$ cat src/rtl/ika2151_dac_receiver.sv
// YM3012-style DAC front end: deserialises the OPM serial audio stream and
// decodes each floating-point channel word to 16-bit signed linear PCM.
module ika2151_dac_receiver #(
   parameter int ZERO_EXP_MUTE = 1
) (
   input  logic        i_EMUCLK,
   input  logic        i_RST,
   input  logic        i_phi1_NCEN_n,
   input  logic        i_SO,
   input  logic        i_SH1,
   input  logic        i_SH2,
   output logic [15:0] o_L,
   output logic [15:0] o_R,
   output logic        o_L_VALID,
   output logic        o_R_VALID,
   output logic        o_FRAME_ERR,
   output logic        o_LOCKED
);

   typedef enum logic {
      CH_L = 1'b0,
      CH_R = 1'b1
   } ch_t;

   logic [15:0] sr;
   logic [4:0]  bitcnt;
   logic        sh1_d;
   logic        sh2_d;
   ch_t         expect_ch;

   logic        fall1;
   logic        fall2;
   logic        word_ok;
   logic [15:0] sample;

   // Word layout: [15:13] exponent, [12:3] offset-binary mantissa, [2:0] padding.
   function automatic logic [15:0] decode(input logic [15:0] w);
      logic [2:0]  e;
      logic [9:0]  s;
      logic [15:0] ext;
      e   = w[15:13];
      s   = {~w[12], w[11:3]};
      ext = {{6{s[9]}}, s};
      if (e == 3'd0) begin
         if (ZERO_EXP_MUTE != 0) return 16'h0000;
         return ext;
      end
      return ext << (e - 3'd1);
   endfunction

   always_comb begin
      fall1   = sh1_d & ~i_SH1;
      fall2   = sh2_d & ~i_SH2;
      word_ok = (bitcnt == 5'd16) && !(fall1 && fall2);
      sample  = decode(sr);
   end

   always_ff @(posedge i_EMUCLK) begin
      if (i_RST) begin
         sr          <= '0;
         bitcnt      <= '0;
         sh1_d       <= 1'b0;
         sh2_d       <= 1'b0;
         expect_ch   <= CH_L;
         o_L         <= '0;
         o_R         <= '0;
         o_L_VALID   <= 1'b0;
         o_R_VALID   <= 1'b0;
         o_FRAME_ERR <= 1'b0;
         o_LOCKED    <= 1'b0;
      end else begin
         // NOTE: pulses default low here so each lasts exactly one clock.
         o_L_VALID   <= 1'b0;
         o_R_VALID   <= 1'b0;
         o_FRAME_ERR <= 1'b0;
         if (!i_phi1_NCEN_n) begin
            sr    <= {i_SO, sr[15:1]};
            sh1_d <= i_SH1;
            sh2_d <= i_SH2;
            if (fall1 || fall2) begin
               bitcnt <= 5'd1;
               if (!word_ok) begin
                  o_FRAME_ERR <= 1'b1;
                  o_LOCKED    <= 1'b0;
               end else if (fall1) begin
                  o_L       <= sample;
                  o_L_VALID <= 1'b1;
                  expect_ch <= CH_R;
                  if (expect_ch != CH_L) o_LOCKED <= 1'b0;
               end else begin
                  o_R       <= sample;
                  o_R_VALID <= 1'b1;
                  expect_ch <= CH_L;
                  // An in-order R completes an L/R pair and establishes lock.
                  o_LOCKED  <= (expect_ch == CH_R);
               end
            end else if (bitcnt != 5'd31) begin
               bitcnt <= bitcnt + 5'd1;
            end
         end
      end
   end

endmodule

$ cat config.mk
export PLATFORM = sky130hd
export DESIGN_NAME = ika2151_dac_receiver
export DESIGN_NICKNAME = d
export VERILOG_FILES = /design/src/rtl/ika2151_dac_receiver.sv
export SDC_FILE = /design/constraint.sdc
export NUM_CORES = 1
export LEC_CHECK = 0
export ABC_AREA = 1
export CAP_MARGIN = 10
export CORE_ASPECT_RATIO = 1.4
export CORE_UTILIZATION = 30
export DETAILED_ROUTE_END_ITERATION = 7
export GPL_ROUTABILITY_DRIVEN = 0
export MAX_ROUTING_LAYER = met4
export PLACE_DENSITY = 0.46
export SLEW_MARGIN = 5
export SYNTH_ARGS = -nofsm -noshare
export SYNTH_HDL_FRONTEND = slang
export SYNTH_SLANG_ARGS = --single-unit
export TNS_END_PERCENT = 100
$ cat constraint.sdc
create_clock -name i_EMUCLK -period 1.8 [get_ports i_EMUCLK]
set_input_delay 0.27 -clock i_EMUCLK [delete_from_list [all_inputs] [get_ports i_EMUCLK]]
set_output_delay 0.27 -clock i_EMUCLK [all_outputs]
set_load 0.03 [all_outputs]
==> results.json <==
{
  "rows": 42,
  "postCtsHoldBufs": 0,
  "synth-adder-area-share_pct": 2.13,
  "cp_slowest_cell": "clkdlybuf4s50_1",
  "dieArea_um2": 10200,
  "holdWs_ps": 483,
  "worst_path_largest_cell_delay_ps": 690,
  "reg2reg_slack_ps": 220,
  "die_x_um": 85.6,
  "cp.required_ps": 1530,
  "total_power_mw": 3.62,
  "setup_viol": 0,
  "ctsLongestPathBuffers": 2,
  "syn_area_per_cell_um2": 6.49,
  "crit_type": "register to output port",
  "pre_cts_ws_ps": 149,
  "final_util_pct": 40.0,
  "skew_ps": 6.11,
  "ioPinCount": 42,
  "dp.final_hpwl_um": 5420,
  "worst_pin_slew_ps": 331,
  "yosys.area.top_type_share_pct": 38.9,
  "synth_area_leaders": "dfxtp_1, nand2_1, inv_1",
  "synthMuxAreaShare_pct": 0,
  "post_cts_resize_count": 0,
  "netlist_instances": 452,
  "dominantRegCellSynth": "dfxtp_1",
  "cts_tree": "yes",
  "slew_violations": 0,
  "die_h_um": 119,
  "critical_path.top_delay_family": "buffers and inverters",
  "synth_common_cells": "nand2_1, inv_1, nor2_1",
  "synthXorXnorAreaFrac_pct": 0,
  "cts_setup_buffers": 0,
  "fin_tns_setup_ps": 0,
  "clock_latency_ps": 330,
  "crit_chain": "clkdlybuf4s50_1",
  "grt_setup_unrepaired": "false",
  "syn_area_um2": 2940,
  "coreArea_um2": 9460,
  "maxCapViolCount": 0,
  "peakVddDrop_mv": 0.436,
  "startpoint_type": "register",
  "via_count": 2682,
  "clkSlewWorstSetupHoldPaths_ps": 50,
  "synth-seq-cells": 57,
  "vias_per_cell": 4.40,
  "yosysUniqueCellTypes": 23,
  "path_max_fanout": 2,
  "power_density_nw_per_um2": 958,
  "drt_first_iter_violations": 105,
  "clock_sinks": 57,
  "antenna_found_initial": 0,
  "track_usage_pct": 15.9,
  "remaining_drc_errors": 0,
  "syn_to_final_growth_pct": 28.9,
  "grt_pass1_wl_um": 12200,
  "clockRootBuffer": "clkbuf_16",
  "leakage_nw": 1.84,
  "synth_top_family_by_area": "simple AND/OR/NAND/NOR gates",
  "wire_per_inst_um": 12.0,
  "start_util_pct": 31.0,
  "outcome": "finished clean",
  "critPathArrivalTime_ps": 1390,
  "synth_edf_count": 0,
  "synth_compound_area_share_pct": 8.53,
  "yosysWarnings": 0,
  "io_buffers": 41,
  "hold_viol_final": 0,
  "yosys.area_share.simple_pct": 36.8,
  "worst_slack_ps": 140,
  "synthesis.nets": 463,
  "synth_area_leader_cell": "dfxtp_1",
  "synthArstFlopShare_pct": 0,
  "nets": 505,
  "crit_buf_inv": 1,
  "grt_pass1_vias": 2568,
  "grt_max_degree": 33,
  "firstDrtPassIters": 4,
  "tritoncts.num_buffers": 9,
  "relSlewSlack_pct": 77.8,
  "ant_nets": 0,
  "finalCritPeriodShare_pct": 92.2,
  "nFillCells": 1024,
  "yosysMostFrequentCell": "nand2_1",
  "num_antenna_cells": 0,
  "overflow": 0,
  "drive_gt1_share_pct": 10.0,
  "ys_seq_area_share_pct": 38.9,
  "crit_path_end_kind": "output port",
  "fmax_mhz": 602,
  "hp-class": "register to register",
  "finalWirelength_um": 7300,
  "htreeDepth": 3,
  "fin_crit_ps": 1660
}
## flip-flops by register name, indices dropped and copies added, names as in the netlist
signal	flops
sh2_d	1
o_R_VALID	1
o_L_VALID	1
sr	13
expect_ch	1
bitcnt	5
o_L	16
o_LOCKED	1
sh1_d	1
o_FRAME_ERR	1
o_R	16
## per-layer routing
layer  wire length, µm  vias to the layer above  global-route usage, %
met2              3910                       39                   28.2
met3               182                       13                   3.33
met5                 0                        -                      -
met1              3000                     1177                   16.0
met4               212                        0                   9.06
li1                  -                     1453                      -
## power by group
group,switching (mW),total (mW),internal (mW)
clock,0.574,1.95,1.38
combinational,0.254,0.365,0.111
sequential,0.0161,1.31,1.29
## layout make-up
type | instances | area, µm² | share of cell area (%)
repair buffers | 50 | 503 | 13.3
well taps | 110 | 138 | 3.64
flip-flops and latches | 57 | 1140 | 30.1
clock inverters | 6 | 105 | 2.78
multi-input cells | 305 | 1390 | 36.8
clock buffers | 10 | 239 | 6.31
inverters | 71 | 267 | 7.04
## final timing paths
path	startpoint	to	cells past startpoint
max	o_L[3]	o_L[3]	1
min	bitcnt[0]	bitcnt[0]	2
max reg2reg	sr[13]	o_R[15]	8
min reg2reg	bitcnt[0]	bitcnt[0]	2
## cell families after synthesis
kind of cell | Yosys count
buffers and inverters | 90
and+or+nand+nor | 251
AOI/OAI and AO/OA | 49
DFF | 57
adders and majority gates | 5
## worst reg2reg max path, cell delays in order (launching register included)
cell and delay [ps]:
dfxtp_1 340, inv_2 50, ha_1 410, inv_2 190
nand3_1 110, nand2_1 80, nand2_1 90, a21oi_1 150
nor2_1 50
## cell usage in the layout (no fill, tap or decap), types with 5 or more instances in the layout
cell type,n
dfxtp_1,57
nor2_1,60
nand3_1,28
clkdlybuf4s50_1,41
nand2_1,142
inv_2,8
clkbuf_16,9
a21oi_1,29
buf_4,7
ha_1,5
o21ai_0,16
nand2_2,12
inv_1,63
## metrics by stage
step	instances	cell area, µm²
after CTS	609	3780
after global placement	593	3440
after floorplan	452	2940
after detailed placement	593	3440
final	609	3780
after global routing	609	3780
Note: power is estimated with default switching activity, not from simulation.
